--- src/rtl/serial_subtractor.sv ---
// Bit-serial subtractor: computes A - B - borrowin one bit per clock, LSB first.
// Optional signed overflow flag enabled by defining SERIAL_SUB_OVERFLOW_EN.
module serial_subtractor #(
   parameter int NUMBITS = 8
) (
   input  logic               clk,
   input  logic               reset,
   input  logic               start,
   input  logic [NUMBITS-1:0] A,
   input  logic [NUMBITS-1:0] B,
   input  logic               borrowin,
   output logic               busy,
   output logic               done,
   output logic [NUMBITS-1:0] result,
   output logic               borrowout,
   output logic               overflow
);

   localparam int CW = $clog2(NUMBITS);
   localparam logic [CW-1:0] LAST = CW'(NUMBITS - 1);

   typedef enum logic [1:0] {IDLE, RUN, DONE} state_t;

   state_t state_q, state_d;

   logic [NUMBITS-1:0] a_reg, b_reg, shreg;
   logic [CW-1:0]      cnt;
   logic               bw_reg;
   logic               bit_a, bit_b, diff_bit, bw_next, last_bit;
   logic [NUMBITS-1:0] shreg_next;

   always_ff @(posedge clk) begin
      if (reset) state_q <= IDLE;
      else       state_q <= state_d;
   end

   always_comb begin
      state_d = state_q;
      busy    = 1'b0;
      done    = 1'b0;
      case (state_q)
         IDLE: if (start) state_d = RUN;
         RUN: begin
            busy = 1'b1;
            if (cnt == LAST) state_d = DONE;
         end
         DONE: begin
            busy    = 1'b1;
            done    = 1'b1;
            state_d = IDLE;
         end
         default: state_d = IDLE;
      endcase
   end

   // Latched operands stay untouched; the counter selects the bit to process.
   assign bit_a      = a_reg[cnt];
   assign bit_b      = b_reg[cnt];
   assign diff_bit   = bit_a ^ bit_b ^ bw_reg;
   assign bw_next    = (~bit_a & bit_b) | (~(bit_a ^ bit_b) & bw_reg);
   assign shreg_next = {diff_bit, shreg[NUMBITS-1:1]};
   assign last_bit   = (state_q == RUN) && (cnt == LAST);

   always_ff @(posedge clk) begin
      if (reset) begin
         a_reg     <= '0;
         b_reg     <= '0;
         bw_reg    <= 1'b0;
         cnt       <= '0;
         shreg     <= '0;
         result    <= '0;
         borrowout <= 1'b0;
      end else begin
         case (state_q)
            IDLE: begin
               if (start) begin
                  a_reg  <= A;
                  b_reg  <= B;
                  bw_reg <= borrowin;
                  cnt    <= '0;
                  shreg  <= '0;
               end
            end
            RUN: begin
               shreg  <= shreg_next;
               bw_reg <= bw_next;
               cnt    <= last_bit ? '0 : cnt + 1'b1;
               if (last_bit) begin
                  result    <= shreg_next;
                  borrowout <= bw_next;
               end
            end
            default: ;
         endcase
      end
   end

`ifdef SERIAL_SUB_OVERFLOW_EN
   always_ff @(posedge clk) begin
      if (reset)
         overflow <= 1'b0;
      else if (last_bit)
         overflow <= (a_reg[NUMBITS-1] != b_reg[NUMBITS-1]) &&
                     (diff_bit != a_reg[NUMBITS-1]);
   end
`else
   assign overflow = 1'b0;
`endif

endmodule

--- config.mk ---
export PLATFORM = sky130hd
export DESIGN_NAME = serial_subtractor
export DESIGN_NICKNAME = d
export VERILOG_FILES = /design/src/rtl/serial_subtractor.sv
export SDC_FILE = /design/constraint.sdc
export NUM_CORES = 1
export LEC_CHECK = 0
export CORE_AREA = 3 3 59 61
export CTS_CLUSTER_SIZE = 16
export DETAILED_ROUTE_END_ITERATION = 8
export DIE_AREA = 0 0 62 64
export PLACE_DENSITY = 0.81
export SYNTH_ARGS = -nofsm -noshare
export SYNTH_HDL_FRONTEND = slang
export SYNTH_SLANG_ARGS = --single-unit
--- constraint.sdc ---
create_clock -name clk -period 3.2 [get_ports clk]
set_input_delay 0.48 -clock clk [delete_from_list [all_inputs] [get_ports clk]]
set_output_delay 0.48 -clock clk [all_outputs]
set_load 0.005 [all_outputs]
### Word level (Yosys, flattened, before mapping)

Index checks and enable logic that the tools add are counted.

* add/sub/neg operators: 1
* magnitude comparators: 1
* eq/ne operators: 5
* muxes and demuxes: 16
* bitwise operators: 7
* reduce and logical (&&, ||, !) cells: 8

Operators by type and width (count)
* 8-bit one-hot mux with 2 select lines: 1
* 8-bit two-way mux: 1
* 2-bit AND reduction: 4
* 1-bit binary-select mux with 3-bit select: 2
* 3-bit two-way mux: 2
* 3-bit one-hot mux with 2 select lines: 1
* 1-bit two-way mux: 5
* 3-bit by 4-bit < comparator with 1-bit output, second input constant: 1
* 2-bit two-way mux: 2
* 2-bit one-hot mux with 2 select lines: 1
* 3-bit by 1-bit adder with 3-bit output, second input constant: 1
* 3-bit == test, second input constant: 1
* 1-bit AND: 2
* 2-bit by 1-bit == test with 1-bit output, second input constant: 1
* 2-bit == test, second input constant: 1
* 2-bit logical NOT: 1
* 2-bit by 1-bit != test with 1-bit output, second input constant: 1
* 2-bit != test, second input constant: 1
* 1-bit NOT: 2
* 1-bit one-hot mux with 2 select lines: 1
* 2-bit nonzero test: 1
* 2-bit OR reduction: 1
* 1-bit bitwise XOR: 2
* 1-bit logical AND: 1
* 1-bit bitwise OR: 1

* bits in registers: 39
* input port bits: 20

### Longest topological paths before layout

Gate-level depths: netlist (run 1).

* word-level depth: 7
* depth in mapped cells: 7
* depth with buffers taken out: 6

### Least setup slack after synthesis (run 1)

Ideal clock, no wire load.

* path type: register to register
* from: reg cnt[0]
* to: reg shreg[7]
* arrival time: 1.952 ns
* slack: 1.121 ns
* stages on the path, launching flop included: 7
* path buffers: 1
* path through: dfxtp_1 > buf_6 > mux4_1 > mux2_2 > fa_1 > a32oi_1 > nor2_1

* word-level cells in the longest chain between the ends: 5
* elaborated cells between the ends (all ways): 7
* those cells by class: mux (5); bitwise (2)

RTL lines
* start: declaration: RTL line 27 `logic [CW-1:0] cnt;`
* start signal: assignment: RTL line 87 `cnt <= last_bit ? '0 : cnt + 1'b1;`
* 1-bit binary-select mux with 3-bit select (on tied branches): RTL line 57, 58
* 1-bit two-way mux (on tied branches): RTL line 57, 58
* 1-bit bitwise XOR (*) (2 in a row): RTL line 59 `assign diff_bit = bit_a ^ bit_b ^ bw_reg;`
* via diff_bit: RTL line 29 `logic bit_a, bit_b, diff_bit, bw_next, last_bit;`
* 8-bit one-hot mux with 2 select lines (*): RTL line 74 `case (state_q)`
* end signal: assignment: RTL line 85 `shreg <= shreg_next;`
* end: declaration: RTL line 26 `logic [NUMBITS-1:0] a_reg, b_reg, shreg;`

The timed path passes the listed nets; every way through them passes the cells marked *. The select of a mux whose other input is x is not followed.
A chain may end at the register's enable or synchronous reset.

### Worst setup path in the final report (run 1)

* from: reg cnt[0]
* to: reg bw_reg

* word-level cells in the longest chain between the ends: 7
* elaborated cells between the ends (all ways): 11
* those cells by class: mux (5); bitwise (6)

RTL lines
* 1-bit binary-select mux with 3-bit select (on tied branches): RTL line 57, 58
* 1-bit two-way mux (on tied branches): RTL line 57, 58
* 1-bit bitwise XOR: RTL line 60 `assign bw_next = (~bit_a & bit_b) | (~(bit_a ^ bit_b) & bw_reg);`
* 1-bit NOT: RTL line 60
* 1-bit AND: RTL line 60
* 1-bit bitwise OR (*): RTL line 60
* 1-bit one-hot mux with 2 select lines (*): RTL line 74
* end signal: assignment: RTL line 79 `bw_reg <= borrowin;`
* end signal: assignment: RTL line 86 `bw_reg <= bw_next;`
* end: declaration: RTL line 28 `logic bw_reg;`

Mark *: on every way between the ends. The rest lies on a longest branch, timed or not. The select of a mux whose other input is x is not followed.

==> flow_summary.yaml, run 1 <==
clock_tree:
  cts-resized-gates: 0
  cts_sinks: 38
  clock_latency_ps: 340
  cts-root-buf: "clkbuf_4"
  hold_buffers: 0
  cts_tree: "done"
  cts_setup_buffers: 0
  cts_inserted_buffers: 5
  cts_max_path_buffers: 2
  path_clk_slew_ps: 100
  cts_max_level: 2
setup_path:
  setup.worst_path.start_class: "register"
  critPathMaxFanout: 7
  cp-end-kind: "register"
  cpMaxStageDelayCell: "mux4_1"
  max_stage_delay_ps: 600
  worstPathRequired_ps: 3460
  path_cells: "mux4_1, mux2_2, fa_1, inv_1, mux2i_1, a211oi_1"
  crit_type: "reg -> reg"
  arrival_ps: 2550
timing:
  period_needed_ps: 2290
  period_share: 0.714
  worst_slew_margin_rel: 0.407
  max_freq_mhz: 438
  setup_tns_ps: 0
  setup_viol: 0
  worst_pin_slew_ps: 865
  finClkSkew_ps: 5.00
  slew_viol_final: 0
  rsz0062_at_grt: "no"
  worst_slack_ps: 915
  finalHoldViolations: 0
floorplanning:
  dieArea_um2: 3970
  rows: 20
  fp.dieH_um: 64
  initial_core_util: 0.536
  core-area_um2: 3030
  io_pins: 32
  die_w_um: 62
drt:
  dr.first_iter.drc_count: 64
  via_count: 1350
  first_pass_iters: 4
  routedWlPerCell_um: 11.8
  drc: 0
  routed_wl_um: 3000
  vias_per_cell: 5.29
  drtAntennaViolNets: 0
global_routing:
  grt-ovfl-total: 0
  grt_pass1_vias: 1251
  track_usage: 0.165
  grt_first_pass_wirelength_um: 4940
  grt_max_degree: 39
  grt_antenna_before_repair: 0
place:
  detailed_place_hpwl_um: 2180
  io_buffers: 30
  pre_cts_ws_ps: 922
  gp_congestion: 0.782
  placed_cell_area_um2: 1920
power_and_ir_drop:
  vdd_ir_drop_max_v: 0.000330
  power_uw: 949
  powerDensity_nw_per_um2: 474
  p_leak_nw: 0.745
cells_and_area:
  drive_above_1_share: 0.0521
  mostFrequentLayoutCell: "nand2_1"
  finalInstanceArea_um2: 2000
  diodes: 0
  post-route-util: 0.661
  nets: 237
  syn_to_final_growth_pct: 23.2
  final_cell_mix: "nand2_1 (53), dfxtp_1 (38), clkdlybuf4s50_1 (30), a21oi_1 (29), nor2_1 (10)"
logic_synthesis:
  syn_area_um2: 1620
  synth_cell_types: 26
  yosys_warnings: 0
  syn_area_per_cell_um2: 8.78
  ys_ff_latch: 38
  syn_inst: 185
  synth_seq_area_share: 0.468
  synth_nets: 212
hold_path:
  min_path_type: "reg -> reg"
run_status:
  outcome: "complete, no violations"
job:
  drv_cap: 0
cell usage after synthesis:
cell type	number	area, um2
clkbuf_2	1	5.00
mux2_2	2	22.5
clkbuf_1	6	22.5
buf_2	3	15.0
dfxtp_1	38	761
o21ai_0	1	5.00
nor2b_1	2	12.5
conb_1	1	3.75
mux4_1	4	105
or3_1	1	6.26
ha_1	6	75.1
a21oi_1	29	145
buf_4	1	7.51
nand2_1	53	199
and2_1	2	12.5
inv_1	4	15.0
mux2i_1	3	30.0
fa_1	1	20.0
nand3_1	3	15.0
buf_6	1	11.3
a32oi_1	7	61.3
nor2_1	10	37.5
nor3_1	1	5.00
buf_1	1	3.75
nand2b_1	2	12.5
a211oi_1	2	15.0
final timing paths:
| path | endpoint | cells after the start | slack, ps | start |
|---|---|---|---|---|
| worst max-delay path | bw_reg | 6 | 910 | cnt[0] |
| worst min-delay path | a_reg[0] | 2 | 460 | a_reg[0] |
| worst max register to register | bw_reg | 6 | 910 | cnt[0] |
| worst min register to register | a_reg[0] | 2 | 460 | a_reg[0] |
per-layer routing:
metal / up-vias / share of wire / GRT usage
met2: 38 / 0.51 / 0.281
met5: - / 0 / 0
met1: 631 / 0.42 / 0.179
met3: 3 / 0.064 / 0.0667
met4: 0 / 0.0090 / 0.0557
li1: 678 / - / -
where the power goes:
group	switching [mW]	internal, mW
sequential	0.0132	0.494
clock	0.145	0.150
combinational	0.0796	0.0673
total	0.237	0.712
layout make-up:
type	instances	area [um2]
Multi-Input combinational cell	130	783
Clock buffer	8	78.8
Fill cell	241	1030
Sequential cell	38	761
Timing Repair Buffer	31	308
Tap cell	44	55.1
Inverter	4	15.0
worst max-delay path, delay by kind of cell, from the launching register on:
family / cells / cell delay [ps]
flops: 1 / 500
compound gates: 1 / 230
mux: 3 / 970
fa+ha+maj: 1 / 440
buf+inv: 1 / 70
through the flow:
step | hold WS, ps | std cells
global placement | 441 | 247
CTS | 460 | 255
global route | 485 | 255
finish | 461 | 255
detailed placement | 445 | 247
floorplan | 431 | 185
cells by family after synthesis:
logic type,Yosys count,share of synthesized area
fa+ha+maj,7,0.0586
buf+inv,17,0.0493
compound gates,39,0.139
mux,9,0.0971
simple gates,74,0.185
other cells,1,0.00231
flops,38,0.468
Note: power is estimated with default switching activity, not from simulation.
==> run 2: changes to the inputs <==
--- a/config.mk
+++ b/config.mk
@@ -5,11 +5,11 @@
 export SDC_FILE = /design/constraint.sdc
 export NUM_CORES = 1
 export LEC_CHECK = 0
-export CORE_AREA = 3 3 59 61
+export CORE_AREA = 3 3 65 67
 export CTS_CLUSTER_SIZE = 16
 export DETAILED_ROUTE_END_ITERATION = 8
-export DIE_AREA = 0 0 62 64
-export PLACE_DENSITY = 0.81
+export DIE_AREA = 0 0 68 70
+export PLACE_DENSITY = 0.71
 export SYNTH_ARGS = -nofsm -noshare
 export SYNTH_HDL_FRONTEND = slang
 export SYNTH_SLANG_ARGS = --single-unit
==> constraint.sdc (replaced) <==
create_clock -name clk -period 2 [get_ports clk]
set_input_delay 0.3 -clock clk [delete_from_list [all_inputs] [get_ports clk]]
set_output_delay 0.3 -clock clk [all_outputs]
set_load 0.005 [all_outputs]
==> run 2 against run 1 <==
Routed wire length grew 3.7%. Hold slack lost 6.3 ps. Critical path type unchanged. Count of clock-buffer cells in the layout shrank 1. Highest routed layer unchanged. Register-to-register slack lost 840 ps. Design area grew 2.3%. Worst setup slack lost 840 ps. First-iteration DRC count grew 55%. Die area grew 20%. Critical path depth shrank 1. Cell count grew 3.1%. Fmax grew 19%.
==> flow_summary.yaml, run 2 (synthesis results as in run 1) <==
setup_path:
  arrival_ps: 2100
  crit_type: "reg -> reg"
  worstPathRequired_ps: 2170
  cpMaxStageDelayCell: "mux4_2"
  critPathLaunch: "cnt[0]"
  critPathMaxFanout: 5
  max_stage_delay_ps: 520
  cp-end-kind: "register"
  path_cells: "mux4_2, mux2i_2, fa_2, a32oi_1, nor2_1"
  setup.worst_path.start_class: "register"
  worstReg2RegStart: "cnt[0]"
floorplanning:
  die_w_um: 68
  core-area_um2: 3690
  rows: 22
  io_pins: 32
  dieArea_um2: 4760
  fp.dieH_um: 70
  initial_core_util: 0.440
clock_tree:
  hold_buffers: 0
  cts_sinks: 38
  cts-root-buf: "clkbuf_8"
  clock_latency_ps: 290
  cts_inserted_buffers: 5
  cts_setup_buffers: 0
  cts_max_path_buffers: 2
  cts_tree: "done"
  cts_max_level: 2
  path_clk_slew_ps: 70
global_routing:
  busiest_layer: "met2"
  grt-ovfl-total: 0
  grt_antenna_before_repair: 0
  use_met3: 0.0386
  grt_max_degree: 39
  grtUsageMet2: 0.233
  grtUsageMet1: 0.175
  track_usage: 0.145
  grt_first_pass_wirelength_um: 5330
  grt_pass1_vias: 1249
job:
  drv_cap: 0
cells_and_area:
  syn_to_final_growth_pct: 26.0
  nets: 241
  drive_above_1_share: 0.102
  nFillCells: 379
  finalInstanceArea_um2: 2050
  final_cell_mix: "nand2_1 (53), dfxtp_1 (37), clkdlybuf4s50_1 (30), a21oi_1 (29), nor2_1 (10)"
  mostFrequentLayoutCell: "nand2_1"
  diodes: 0
power_and_ir_drop:
  p_leak_nw: 0.748
  p_comb_frac: 0.160
  power.share.clock: 0.333
  vdd_ir_drop_max_v: 0.000475
  swShare: 0.255
  power_frac_seq: 0.508
  p_int_mw: 1.19
  powerDensity_nw_per_um2: 783
  power.net_switching_uw: 408
place:
  gp_congestion: 0.821
  io_buffers: 30
  detailed_place_hpwl_um: 2130
  placed_cell_area_um2: 1950
drt:
  drc: 0
  first_pass_iters: 4
  dr.first_iter.drc_count: 99
  routed_wl_um: 3110
  drtAntennaViolNets: 0
  vias_per_cell: 4.93
  via_count: 1296
  routedWlPerCell_um: 11.8
timing:
  slew_viol_final: 0
  rsz0062_at_grt: "yes"
  setup_viol: 0
  period_needed_ps: 1930
  finalHoldViolations: 0
  finClkSkew_ps: 8.56
  holdWs_ps: 455
  period_share: 0.963
  setup_tns_ps: 0
  max_freq_mhz: 519
hold_path:
  min_from: "result[0]"
  min_path_type: "reg -> reg"
run_status:
  outcome: "complete, no violations"
==> run 2: cell count changes in the layout (fill, tap and decap cells not counted), moves of 3 or more <==
cell      previous run  this run
buf_4                1         5
clkbuf_4             5         0
clkbuf_8             3         6
mux4_1               4         0
mux4_2               0         4
==> run 2: area by class of cell <==
type | instances | area, um2 | area share
Timing Repair Buffer | 35 | 338 | 0.165
Clock inverter | 1 | 5.00 | 0.00244
Inverter | 4 | 15.0 | 0.00733
Tap cell | 48 | 60.1 | 0.0293
Multi-Input combinational cell | 130 | 778 | 0.380
Sequential cell | 38 | 764 | 0.373
Clock buffer | 7 | 86.3 | 0.0422
==> run 2: final timing paths <==
| check | endpoint | slack (ps) | cells after the start |
|---|---|---|---|
| setup / recovery | shreg[7] | 70 | 5 |
| hold / removal | result[0] | 450 | 2 |
| setup reg to reg | shreg[7] | 70 | 5 |
| hold reg to reg | result[0] | 450 | 2 |
==> run 2: stage by stage <==
step                power, mW  std cells  utilization  setup slack (ps)
finish                   1.60        263        0.555              73.9
global route             1.68        263        0.555             -49.8
CTS                      1.61        263        0.556              10.7
detailed placement       1.08        255        0.530             -58.8
global placement         1.08        255        0.530              29.2
floorplan               0.995        185            -              12.8
==> run 2: layer usage <==
layer	routed length, um	vias up
met2	1480	31
met3	148	5
met5	0	-
met1	1430	582
li1	-	678
met4	55	0
==> run 2: power by group through the flow <==
stage | registers [mW] | clock network, mW | logic, mW
finish | 0.814 | 0.533 | 0.256
global route | 0.819 | 0.574 | 0.288
CTS | 0.813 | 0.543 | 0.254
detailed placement | 0.830 | 0 | 0.252
global placement | 0.831 | 0 | 0.246
floorplan | 0.822 | 0 | 0.173
==> run 2: worst max-delay path: cells and delay by family (launching register included) <==
family	cells	cell delay, ps
mux	2	720
compound gates	1	180
flops	1	390
simple gates	1	50
fa+ha+maj	1	480
==> run 2: what timing repair did <==
item / in CTS / in global routing
endpoints found under the hold margin: 0 / 0
pin swaps: 2 / 2
setup endpoints to repair: 2 / 3
resized for setup: 2 / 4
